--- src/rtl/taillight_seq.sv ---
// rtl/taillight_seq.sv - vehicle tail-light sequencer for both lamp banks
//
// Purpose:
//   A free-running divider produces a one-cycle step strobe. On each strobe a
//   mode FSM (IDLE/LEFT/RIGHT/HAZ) picks up the highest-priority request. It
//   then advances a progressive fill on the turning side or toggles the hazard
//   flash phase. Brake lights every bank that is not sequencing, except in
//   hazard mode. Lamp outputs are registered from the next-state view, so
//   they follow state and Brake with one cycle of latency.
//
// Parameters:
//   LAMPS      lamps per side, 1..8
//   DIV_W      divider width, one step every 2^DIV_W clocks
//
// Ports:
//   Clk        in   system clock, rising edge
//   Rst        in   asynchronous active-high reset
//   Left_req   in   left turn request, level
//   Right_req  in   right turn request, level
//   Hazard_req in   hazard request, level
//   Brake      in   brake pedal, level
//   Left       out  left lamp bank, bit 0 innermost, registered
//   Right      out  right lamp bank, bit 0 innermost, registered
//   Tick       out  step strobe, one Clk cycle per divider period

module taillight_seq #(
    parameter int LAMPS = 3,
    parameter int DIV_W = 26
) (
    input  logic             Clk,
    input  logic             Rst,
    input  logic             Left_req,
    input  logic             Right_req,
    input  logic             Hazard_req,
    input  logic             Brake,
    output logic [LAMPS-1:0] Left,
    output logic [LAMPS-1:0] Right,
    output logic             Tick
);

    localparam int STEP_W = $clog2(LAMPS + 1);
    localparam logic [STEP_W-1:0] STEP_MAX = STEP_W'(LAMPS);

    localparam logic [1:0] ST_IDLE  = 2'd0;
    localparam logic [1:0] ST_LEFT  = 2'd1;
    localparam logic [1:0] ST_RIGHT = 2'd2;
    localparam logic [1:0] ST_HAZ   = 2'd3;

    logic [DIV_W-1:0]  cnt_q, cnt_d;
    logic [1:0]        state_q, state_d;
    logic [1:0]        req_mode;
    logic [STEP_W-1:0] step_q, step_d;
    logic              phase_q, phase_d;
    logic [LAMPS-1:0]  left_q, left_d;
    logic [LAMPS-1:0]  right_q, right_d;

    logic [LAMPS-1:0]  fill_bank;
    logic [LAMPS-1:0]  haz_bank;
    logic [LAMPS-1:0]  brake_bank;

    // Step k lights the innermost k lamps.
    function automatic logic [LAMPS-1:0] fill_pattern(input logic [STEP_W-1:0] k);
        logic [LAMPS-1:0] v;
        v = '0;
        for (int i = 0; i < LAMPS; i++) begin
            if (i < int'(k)) begin
                v[i] = 1'b1;
            end
        end
        return v;
    endfunction

    // Divider: strobe while the counter sits at its maximum.
    assign cnt_d = cnt_q + DIV_W'(1);
    assign Tick  = &cnt_q;

    // Both turn requests together are treated as hazard.
    always_comb begin
        req_mode = ST_IDLE;
        if (Hazard_req || (Left_req && Right_req)) begin
            req_mode = ST_HAZ;
        end else if (Left_req) begin
            req_mode = ST_LEFT;
        end else if (Right_req) begin
            req_mode = ST_RIGHT;
        end
    end

    // Mode/step/phase only move on the strobe; requests between strobes
    // are never latched.
    always_comb begin
        state_d = state_q;
        step_d  = step_q;
        phase_d = phase_q;
        if (Tick) begin
            if (req_mode != state_q) begin
                state_d = req_mode;
                step_d  = '0;
                phase_d = 1'b0;
            end else begin
                case (state_q)
                    ST_LEFT, ST_RIGHT: begin
                        step_d = (step_q == STEP_MAX) ? '0 : step_q + STEP_W'(1);
                    end
                    ST_HAZ: begin
                        phase_d = ~phase_q;
                    end
                    default: begin
                        step_d  = step_q;
                        phase_d = phase_q;
                    end
                endcase
            end
        end
    end

    // Lamp patterns derive from the next state so a mode change shows on the
    // same edge that commits it; Brake is sampled every cycle.
    assign fill_bank  = fill_pattern(step_d);
    assign haz_bank   = {LAMPS{phase_d}};
    assign brake_bank = {LAMPS{Brake}};

    always_comb begin
        left_d  = brake_bank;
        right_d = brake_bank;
        case (state_d)
            ST_LEFT: begin
                left_d  = fill_bank;
                right_d = brake_bank;
            end
            ST_RIGHT: begin
                left_d  = brake_bank;
                right_d = fill_bank;
            end
            ST_HAZ: begin
                left_d  = haz_bank;
                right_d = haz_bank;
            end
            default: begin
                left_d  = brake_bank;
                right_d = brake_bank;
            end
        endcase
    end

    always_ff @(posedge Clk or posedge Rst) begin
        if (Rst) begin
            cnt_q   <= '0;
            state_q <= ST_IDLE;
            step_q  <= '0;
            phase_q <= 1'b0;
            left_q  <= '0;
            right_q <= '0;
        end else begin
            cnt_q   <= cnt_d;
            state_q <= state_d;
            step_q  <= step_d;
            phase_q <= phase_d;
            left_q  <= left_d;
            right_q <= right_d;
        end
    end

    assign Left  = left_q;
    assign Right = right_q;

endmodule

--- config.mk ---
export PLATFORM = sky130hd
export DESIGN_NAME = taillight_seq
export DESIGN_NICKNAME = d
export VERILOG_FILES = /design/src/rtl/taillight_seq.sv
export SDC_FILE = /design/constraint.sdc
export NUM_CORES = 1
export LEC_CHECK = 0
export BUFFER_PORTS_ARGS = -buffer_cell sky130_fd_sc_hd__buf_4
export CAP_MARGIN = 10
export CORE_UTILIZATION = 47
export CTS_BUF_LIST = sky130_fd_sc_hd__clkbuf_4
export CTS_CLUSTER_DIAMETER = 80
export DETAILED_ROUTE_END_ITERATION = 12
export PLACE_DENSITY = 0.76
export RECOVER_POWER = 25
export REMOVE_ABC_BUFFERS = 1
export SYNTH_ARGS = -nofsm -noshare
export SYNTH_HDL_FRONTEND = slang
export SYNTH_SLANG_ARGS = --single-unit
--- constraint.sdc ---
create_clock -name Clk -period 4.8 [get_ports Clk]
set_input_delay 0.72 -clock Clk [delete_from_list [all_inputs] [get_ports Clk]]
set_output_delay 0.72 -clock Clk [all_outputs]
set_load 0.05 [all_outputs]
Yosys cells after proc, flatten, opt, wreduce, memory -nomap -nowiden

Cells that the tools add are included.
Widths: inputs -> output; s select.

Bits in latches: 0
Register bits after elaboration: 37
Memory bits (writable): 0
Memory bits (read-only): 0
Memories: 0
Word-level logic and storage cells: 41

Muxes and demuxes: 17
Reduce and logical (&&, ||, !) cells: 4
Shifts and indexed selects: 0
Order comparisons: 3
Multiply operators: 0
Equal/unequal tests: 8
Div/mod/pow operators: 0
$add $sub $neg: 2
Bitwise logic cells: 1

Operator list:

| operator              | count |
|---|---|
| $add 26x1->26 const B | 1 |
| $reduce_and 26->1     | 1 |
| $mux 2                | 9 |
| $pmux 3 s2            | 2 |
| $eq 2x2->1 const B    | 5 |
| $mux 1                | 6 |
| $eq 2x1->1 const B    | 2 |
| $lt 1x2->1 const A    | 2 |
| $add 2x1->2 const B   | 1 |
| $lt 2x2->1 const A    | 1 |
| $ne 2x2->1            | 1 |
| $reduce_or 2->1       | 1 |
| $logic_and 1x1->1     | 1 |
| $logic_or 1x1->1      | 1 |
| $not 1->1             | 1 |

Logic depth before layout (Yosys ltp)

Depth after elaboration: 9
Gate-level depth with buffers: 9
Mapped depth without buffers: 8

Worst setup path before layout

No wires, ideal clock.

Kind: reg-to-output
Start: register cnt_q[0]
End: output port Tick
Data arrival time: 1.507 ns
Path buffers: 1
Path slack: 2.573 ns
Cell stages (with the launch flop): 7
Path through: dfrtp_1 > ha_1 > and3_1 > and3_1 > buf_6 > nand3_4 > inv_1

Cells in the longest elaborated chain, start to end: 1

Ends and longest elaborated chain:

| element                  | RTL line | RTL |
|---|---|---|
| start: declaration       | 49       | `logic [DIV_W-1:0] cnt_q, cnt_d;` |
| start signal: assignment | 155      | `cnt_q <= cnt_d;` |
| $reduce_and 26->1        | 75       | `assign Tick = &cnt_q;` |
| end: declaration         | 38       | `output logic Tick` |

Every way passes these cells.

Worst setup path in the final report

Same ends and word-level chain as after synthesis.

==> summary.txt <==
STA
  – Unrepaired setup endpoints after global routing: no
  – Sum Neg Setup Slack: 0 ns
  – Final min period: 2.792 ns
  – Worst hold margin: 0.4789 ns
  – Post-Route Skew: about 0.0062 ns
  – Worst Tran Pin Value: 1.883 ns
  – Maximum clock frequency: 358.2 MHz
  – Tcrit/Tclk final: between 50% and 60%
  – Worst slew margin: -25.52%
  – Final Hold Violating Endpoints: 0
  – Slew Limit Fails: 38
  – Final setup vio count: 0

Worst setup path
  – Worst Setup End Kind: primary output
  – Crit path max-delay cell type: dfrtp_1
  – Most frequent CP cell: and3_1
  – CP peak stage delay: 0.41 ns
  – Worst setup SP type: flip-flop
  – Crit-path max FO: 8
  – Crit Reg-Reg Startpoint: cnt_q[0]
  – Setup CP Type: flip-flop to primary output
  – Req. time, crit path: slightly above 4 ns
  – CP cell instances: ha_1, and3_1, and3_1, nand3_4, inv_1, buf_4
  – Start point of the critical path: cnt_q[0]
  – Worst endpoint data arrival time: 2.07 ns

Routing
  – Drt wl/cell: roughly 14 um
  – Initial DRC count: 30
  – Drc violations: 0
  – Drt total wl: around 3000 um
  – Initial DRT Pass Iterations: 4
  – Routed Antenna Nets: 0
  – Routed via count: 1205
  – Drt via density: 5.428

Final layout
  – Commonest non-fill, non-tap cell in the layout: dfrtp_1
  – Most frequent cells in the layout: dfrtp_1, xnor2_1, xor2_1
  – Finished Core Util: a little over half
  – Fraction of layout cells with a size suffix above 1: 21.84%
  – P&R area growth vs syn: 11.30%
  – Non-Filler Instances: 222
  – Post-route cell area: 1996 um^2
  – Fillers: 332
  – Nets: 182
  – Multi-input combinational cell area: a little over 800 um^2
  – Antenna Cells: 0
  – Sequential cell area: a little over 900 um^2

Pwr
  – Worst vdd ir: 0.0001764 V
  – Pwr Density: 266.1 nW/um^2
  – Static leakage power: ~0.96 nW

Clocking
  – CTS Buf Count: 5
  – Post-CTS setup buffer count: 0
  – Hold-fix buffers at CTS: 0
  – CTS clk-pin slew, worst paths: ~0.12 ns
  – # clock sinks: 37
  – Clk_lat worst skew: 0.34 ns
  – Clock Tree Buf Depth: 2
  – Post-CTS resize count: 0
  – CTS tree: done
  – H-tree depth: 2
  – Clk root buf: clkbuf_4

Synthesis
  – Dominant synthesized flop cell: dfrtp_1
  – Share of synthesized flip-flops with an asynchronous set or reset: 100.0%
  – Mapped Cells: 154
  – Cell variety after synth: 38
  – Mapped Area: 1793 um^2
  – Post-synth EDFFs: 0
  – Synth warn: 0
  – FF+latch count, synth: 37
  – Sequential area share after synthesis: 51.64%
  – Synth Area per Inst: approximately 12 um^2

Die
  – Die footprint: roughly 4000 um^2
  – Core ar.: 3661 um^2
  – Die Ht: 63.77 um
  – Rows: 22
  – Die W: 63.77 um
  – Top Ports: 13
  – Starting Density: between 40% and 50%

Outcome
  – Failing checks: capacitance limit, slew limit
  – Status: complete, but fails checks

Global routing
  – Initial antenna violation count: 0
  – Tot GR Track Use: roughly 17%
  – Vias in the first global route: 1204
  – GR Overflow Total: 0
  – Pin count of the biggest net entering global routing: 38
  – First-pass GRT wire length: about 5300 um

Place
  – Detail Placement HPWL: 2213 um
  – Gp weighted congestion: 0.7637
  – Placed Cells: 214
  – Port Buf Inserts: 12
  – Placed Area: 1939 um^2

Worst hold path
  – Worst min-delay path class: flip-flop to flip-flop
  – Min-delay src: cnt_q[22]

Flow run
  – Max cap viols: 1
-- layout make-up --
cell class / count / share of cell area [%]
clock inverter: 3 / 1.129
sequential: 37 / 46.40
inverter: 8 / 1.505
multi-input combinational: 108 / 41.38
clock buffer: 5 / 1.881
tap: 48 / 3.009
timing repair buffer: 13 / 4.702
-- state kept, by name (all words and copies together), names as in the netlist --
name,count
Left,3
Right,3
state_q,2
cnt_q,26
step_q,2
phase_q,1
-- final timing paths --
kind | to | slack [ns] | cells after the start
worst min register to register | cnt_q[22] | 0.48 | 1
min in group asynchronous | cnt_q[10] | 1.05 | 3
worst max-delay path | Tick | 2.01 | 6
worst min-delay path | cnt_q[22] | 0.48 | 1
max in group asynchronous | Right[1] | 2.68 | 3
worst max register to register | Right[1] | 2.39 | 7
-- logic make-up after synthesis --
group	Yosys count	share of synthesized area [%]
and+or+nand+nor	62	22.26
DFF	37	51.64
xor gates and xnor gates	25	12.21
AOI/OAI and AO/OA	15	6.350
buffers and inverters	9	2.303
muxes	3	3.140
adders and majority gates	3	2.094
-- stage by stage --
stage,setup WS (ns),power [mW]
finish,2.008,0.5311
global route,1.864,0.5580
CTS,1.978,0.5413
detailed placement,2.313,0.3736
global placement,2.432,0.3717
floorplan,2.489,0.3576
-- routing by layer --
layer	global-route usage [%]	vias up	share of wire (%)
li1	-	591	-
met1	20.82	581	44
met2	28.59	26	50
met3	4.286	7	3.5
met4	6.818	0	1.8
met5	0	-	0
-- cells in the mapped netlist (2+ instances only) --
cell type,count,area share (%)
and3_1,3,1.0
a21oi_1,2,0.56
o211ai_1,2,0.84
inv_2,2,0.42
ha_1,3,2.1
nand4_1,7,2.4
inv_1,6,1.3
or2_2,2,0.70
nor2_1,9,1.9
and3_2,2,0.84
and4_4,3,1.9
nand3_1,9,2.5
a211oi_1,2,0.84
xnor2_1,13,6.4
a311oi_1,2,0.98
o311ai_1,2,0.98
mux2i_4,2,2.5
and4_1,5,2.4
nor3_1,3,0.84
nand2_1,9,1.9
xor2_1,12,5.9
o21ai_0,2,0.56
dfrtp_1,37,52
-- report_power, final --
| group | leakage, nW | internal, mW | switching [mW] | total [mW] |
|---|---|---|---|---|
| clock | 0.0352 | 0.0579 | 0.107 | 0.165 |
| sequential | 0.489 | 0.316 | 0.00281 | 0.319 |
| combinational | 0.437 | 0.0153 | 0.0324 | 0.0477 |
| total | 0.961 | 0.389 | 0.142 | 0.531 |
-- critical path, delay by kind of cell (launching register included) --
family,cells,cell delay [ns]
and+or+nand+nor,3,0.84
DFF,1,0.41
buffers and inverters,2,0.28
adders and majority gates,1,0.19
(Power assumes the default switching activity.)
